**config.mk**
```make
export PLATFORM = sky130hd
export DESIGN_NAME = writeback_stage
export DESIGN_NICKNAME = d
export VERILOG_FILES = /design/src/rtl/writeback_stage.sv
export SDC_FILE = /design/constraint.sdc
export NUM_CORES = 1
export LEC_CHECK = 0
export ABC_AREA = 1
export BUFFER_PORTS_ARGS = -buffer_cell sky130_fd_sc_hd__buf_2
export CAP_MARGIN = 20
export CORE_ASPECT_RATIO = 1.75
export CORE_UTILIZATION = 45
export CTS_BUF_LIST = sky130_fd_sc_hd__clkbuf_16
export DETAILED_ROUTE_END_ITERATION = 8
export HOLD_SLACK_MARGIN = 0.03
export PLACE_DENSITY = 0.68
export SETUP_SLACK_MARGIN = 0.5
export SYNTH_ARGS = -nofsm -noshare
export SYNTH_HDL_FRONTEND = slang
export SYNTH_SLANG_ARGS = --single-unit
```
**constraint.sdc**
```tcl
create_clock -name clk -period 4.1 [get_ports clk]
set_clock_uncertainty 0.1 [all_clocks]
set_input_delay 1.025 -clock clk [delete_from_list [all_inputs] [get_ports clk]]
set_output_delay 1.025 -clock clk [all_outputs]
set_load 0.05 [all_outputs]
```
**src/rtl/writeback_stage.sv**
```systemverilog
// MEM/WB pipeline register with load extraction, link formation and a
// debug counter of register writes that actually commit.
module writeback_stage #(
    parameter int LINK_OFFSET = 8,
    parameter int CNT_WIDTH   = 32
) (
    input  logic                 clk,
    input  logic                 rst,
    input  logic                 Stall,
    input  logic                 Flush,
    input  logic                 EX_MEM_RegWrite,
    input  logic                 EX_MEM_MemToReg,
    input  logic                 EX_MEM_JmpandLink,
    input  logic [4:0]           EX_MEM_DstReg,
    input  logic [31:0]          EX_MEM_ALUResult,
    input  logic [31:0]          EX_MEM_PC,
    input  logic [2:0]           EX_MEM_LoadType,
    input  logic [31:0]          MEM_ReadData,
    output logic [4:0]           WB_DstReg,
    output logic [31:0]          WB_Data,
    output logic                 RegWrite,
    output logic                 MEM_WB_JmpandLink,
    output logic                 LoadFault,
    output logic [CNT_WIDTH-1:0] RetireCount
);

    localparam logic [2:0] LOAD_LW  = 3'b000;
    localparam logic [2:0] LOAD_LB  = 3'b001;
    localparam logic [2:0] LOAD_LBU = 3'b010;
    localparam logic [2:0] LOAD_LH  = 3'b011;
    localparam logic [2:0] LOAD_LHU = 3'b100;

    logic        reg_write_q;
    logic        mem_to_reg_q;
    logic        jal_q;
    logic [4:0]  dst_q;
    logic [31:0] alu_q;
    logic [31:0] pc_q;
    logic [2:0]  load_type_q;
    logic [31:0] read_data_q;

    logic [1:0]  offset;
    logic [7:0]  byte_sel;
    logic [15:0] half_sel;
    logic [31:0] load_value;
    logic        load_bad;
    logic [31:0] link_value;

    // Flush beats Stall so a bubble can always be forced in.
    always_ff @(posedge clk) begin
        if (rst || Flush) begin
            reg_write_q  <= 1'b0;
            mem_to_reg_q <= 1'b0;
            jal_q        <= 1'b0;
            dst_q        <= '0;
            alu_q        <= '0;
            pc_q         <= '0;
            load_type_q  <= '0;
            read_data_q  <= '0;
        end else if (!Stall) begin
            reg_write_q  <= EX_MEM_RegWrite;
            mem_to_reg_q <= EX_MEM_MemToReg;
            jal_q        <= EX_MEM_JmpandLink;
            dst_q        <= EX_MEM_DstReg;
            alu_q        <= EX_MEM_ALUResult;
            pc_q         <= EX_MEM_PC;
            load_type_q  <= EX_MEM_LoadType;
            read_data_q  <= MEM_ReadData;
        end
    end

    // The instruction in WB is counted once, on the edge where it leaves.
    always_ff @(posedge clk) begin
        if (rst) begin
            RetireCount <= '0;
        end else if (RegWrite && (!Stall || Flush)) begin
            RetireCount <= RetireCount + {{(CNT_WIDTH-1){1'b0}}, 1'b1};
        end
    end

    // Big-endian lanes: byte 0 is the most significant byte of the word.
    always_comb begin
        offset     = alu_q[1:0];
        byte_sel   = 8'h00;
        load_value = 32'h0000_0000;
        load_bad   = 1'b0;
        case (offset)
            2'd0:    byte_sel = read_data_q[31:24];
            2'd1:    byte_sel = read_data_q[23:16];
            2'd2:    byte_sel = read_data_q[15:8];
            default: byte_sel = read_data_q[7:0];
        endcase
        half_sel = offset[1] ? read_data_q[15:0] : read_data_q[31:16];
        case (load_type_q)
            LOAD_LW: begin
                load_value = read_data_q;
                load_bad   = (offset != 2'd0);
            end
            LOAD_LB:  load_value = {{24{byte_sel[7]}}, byte_sel};
            LOAD_LBU: load_value = {24'h000000, byte_sel};
            LOAD_LH: begin
                load_value = {{16{half_sel[15]}}, half_sel};
                load_bad   = offset[0];
            end
            LOAD_LHU: begin
                load_value = {16'h0000, half_sel};
                load_bad   = offset[0];
            end
            default:  load_bad = 1'b1;
        endcase
    end

    assign link_value        = pc_q + 32'(LINK_OFFSET);
    assign LoadFault         = mem_to_reg_q & ~jal_q & load_bad;
    assign WB_DstReg         = jal_q ? 5'd31 : dst_q;
    assign WB_Data           = jal_q ? link_value : (mem_to_reg_q ? load_value : alu_q);
    assign RegWrite          = reg_write_q & ~LoadFault & ((dst_q != 5'd0) | jal_q);
    assign MEM_WB_JmpandLink = jal_q & reg_write_q;

endmodule

```
==> results_dict.tcl <==
set metrics [dict create \
    vias_per_cell 5.37 \
    slowest_delay_ns 0.41 \
    track_usage_pct 33.6 \
    yosysWarnings 0 \
    fp.dieW_um 103 \
    grt_pass1_vias 8804 \
    crit_start "pc_q[3]" \
    synth.distinct_cells 33 \
    rsz0062_at_grt "true" \
    r2r_cells 6 \
    synth_area_leaders "dfxtp_1 (34%), nand2_1 (24%), a21oi_1 (8.2%)" \
    outcome "finished, final reports clean" \
    nets 1594 \
    clk_latency_ns 0.43 \
    drt-total-wl_um 30800 \
    drt_iter0_markers 594 \
    yosysMostFrequentCell "nand2_1" \
    root_buffer "clkbuf_16" \
    clk_pin_slew_worst_paths_ns 0.07 \
    r2r-end "RetireCount[6]" \
    hpwl_um 23100 \
    synth.cell_area_mm2 0.00810 \
    setup_viol 0 \
    synth.top_cell.area_share_pct 34.3 \
    htree_levels 4 \
    cp-start-kind "flip-flop" \
    worst_path_most_repeated_cell "nor2_1" \
    fmax_mhz 287 \
    path_buf_inv 2 \
    die_area_mm2 0.0186 \
    antenna_found_initial 0 \
    yosysTopAreaCell "dfxtp_1" \
    ioPinCount 183 \
    crit_type "reg -> out" \
    final_cells 1725 \
    postCtsHoldBufs 0 \
    timing.final.crit_share_pct 85.1 \
    ant_nets 0 \
    synth_edf_count 0 \
    ir_drop_v 0.000227 \
    crit_slowest_cell "dfxtp_1" \
    ys.flop_type "dfxtp_1" \
    numCtsBuffers 17 \
    final.min_clock_period_ns 3.49 \
    yosys-top-cells-count "nand2_1 (521), nor2_1 (154), dfxtp_1 (139), a21oi_1 (132), inv_1 (90)" \
    async_flop_share_pct 0 \
    syn-num-nets 1446 \
    hold_path.class "reg -> reg" \
    wl_per_cell_um 17.9 \
    cts_buffer_depth 2 \
    synth_cells 1333 \
    yosysSeqAreaShare_pct 34.3 \
    remaining_drc_errors 0 \
    timing.slew.headroom_pct 41.5 \
    total_leakage_power_nw 4.22 \
    die_h_um 180 \
    setup_tns_ns 0 \
    endpoint "WB_Data[15]" \
    ys_ff_latch 139 \
    place_inst 1691 \
    end_kind "output port" \
    hold_viol 0 \
    port_buffers 182 \
    synth.avg_cell_area_um2 6.08 \
    drive_gt1_share_pct 17.3 \
    via_count 9267 \
    area_growth_pct 20.6 \
    place.gp.congestion 1.03 \
    rrSetupSlack_ns 1.67 \
    worst_pin_slew_ns 0.878 \
    grt_pass1_wl_um 46100 \
    initial_core_util_pct 46.2 \
    grt_max_degree 86 \
    n_fill_cell 1873 \
    cts_tree "built" \
    drtPass1Iterations 7 \
    diodes 0 \
    drv_cap 0 \
    hold_path_depth 2 \
    crit_family "simple AND/OR/NAND/NOR gates" \
    slew_violations 0 \
    rows 64 \
    core_mm2 0.0175 \
    critPathMaxFanout 5 \
    crit_required_ns 2.97 \
    r2r_start "mem_to_reg_q" \
    grt_overflow_total 0 \
    cp.depth 9 \
    power.density_mw_per_mm2 353 \
    clkSinkCount 139 \
    arrival_ns 2.36 \
    path_cells "ha_1, nand2_1, nor2_2, inv_1, nor2_1, xor2_1, nor2_1, a21oi_1, clkbuf_4" \
]
[cell type report]
| class | instances | area, um2 | share of cell area (%) |
|---|---|---|---|
| Clock inverter | 15 | 155 | 1.59 |
| Multi-Input combinational cell | 1030 | 4670 | 47.8 |
| Sequential cell | 139 | 2790 | 28.5 |
| Inverter | 95 | 367 | 3.75 |
| Timing Repair Buffer | 198 | 1070 | 11.0 |
| Tap cell | 231 | 289 | 2.96 |
| Clock buffer | 17 | 425 | 4.36 |
[layer usage]
layer | up-vias | wire (um) | part of all wire (%) | track usage (%)
li1 | 4587 | - | - | -
met1 | 4220 | 10600 | 34 | 32.1
met2 | 353 | 16700 | 54 | 62.9
met3 | 107 | 1410 | 4.6 | 5.44
met4 | 0 | 2130 | 6.9 | 22.1
met5 | - | 0 | 0 | 0
[layout by cell type, fill, tap and decap left out, drive strengths merged, types with 2 or more instances in the layout]
cell / count
nand3: 58
clkinvlp: 2
ha: 2
o211ai: 12
or2: 5
a21oi: 132
clkbuf: 20
dfxtp: 139
xnor2: 4
nor2: 157
nor3: 18
o21ai: 32
nand3b: 5
o22ai: 2
clkinv: 6
nand2: 524
nand4: 11
a211oi: 49
xor2: 17
buf: 195
inv: 101
[power by group]
part,switching [W],leakage [nW],internal (W)
logic,0.000331,2.80,0.000138
registers,0.0000357,1.13,0.00139
clock network,0.000693,0.285,0.000860
[worst min path at each step]
stage                    from   endpoint  slack (ns)
floorplan            alu_q[3]   alu_q[3]        0.35
finish                pc_q[0]    pc_q[0]        0.37
CTS                   pc_q[0]    pc_q[0]        0.36
detailed placement  alu_q[30]  alu_q[30]        0.36
global route        alu_q[11]  alu_q[11]        0.38
global placement      pc_q[1]    pc_q[1]        0.35
[per-stage QoR]
| stage | hold slack, ns | setup WS, ns | instance area, um2 | util, % | total power [W] |
|---|---|---|---|---|---|
| 6_report | 0.366 | 0.610 | 9770 | 55.7 | 0.00345 |
| 5_1_grt | 0.383 | 0.459 | 9770 | 55.7 | 0.00355 |
| 4_1_cts | 0.365 | 0.533 | 9700 | 55.3 | 0.00345 |
| 3_5_place_dp | 0.355 | 0.892 | 9120 | 52.0 | 0.00191 |
| 3_3_place_gp | 0.352 | 0.925 | 9120 | 52.0 | 0.00191 |
| 2_1_floorplan | 0.345 | 0.864 | 8100 | - | 0.00174 |
[cells by family (layout without fill, tap and decap cells)]
| family | Yosys count | in the layout | synth area share (%) |
|---|---|---|---|
| and+or+nand+nor | 778 | 778 | 38.7 |
| AOI/OAI and AO/OA | 229 | 229 | 16.1 |
| buffers and inverters | 164 | 325 | 8.28 |
| DFF | 139 | 139 | 34.3 |
| xor gates and xnor gates | 21 | 21 | 2.27 |
| adders and majority gates | 2 | 2 | 0.309 |
[worst reg2reg max path: cells and delay by family (launching register included)]
kind,cells,cell delay [ns]
and+or+nand+nor,4,1.17
buffers and inverters,1,0.63
DFF,1,0.32
AOI/OAI and AO/OA,1,0.08
[state kept, by name (all words and copies together), names as in the netlist]
signal and count:
RetireCount 32, alu_q 32, pc_q 32, read_data_q 32
dst_q 5, load_type_q 3, jal_q 1, mem_to_reg_q 1
reg_write_q 1
[what timing repair did]
action / CTS / global route
gates resized for setup: 3 / 15
setup endpoints to repair: 4 / 16
setup buffers: 0 / 2
No activity file was read; power rests on OpenSTA's default activity.
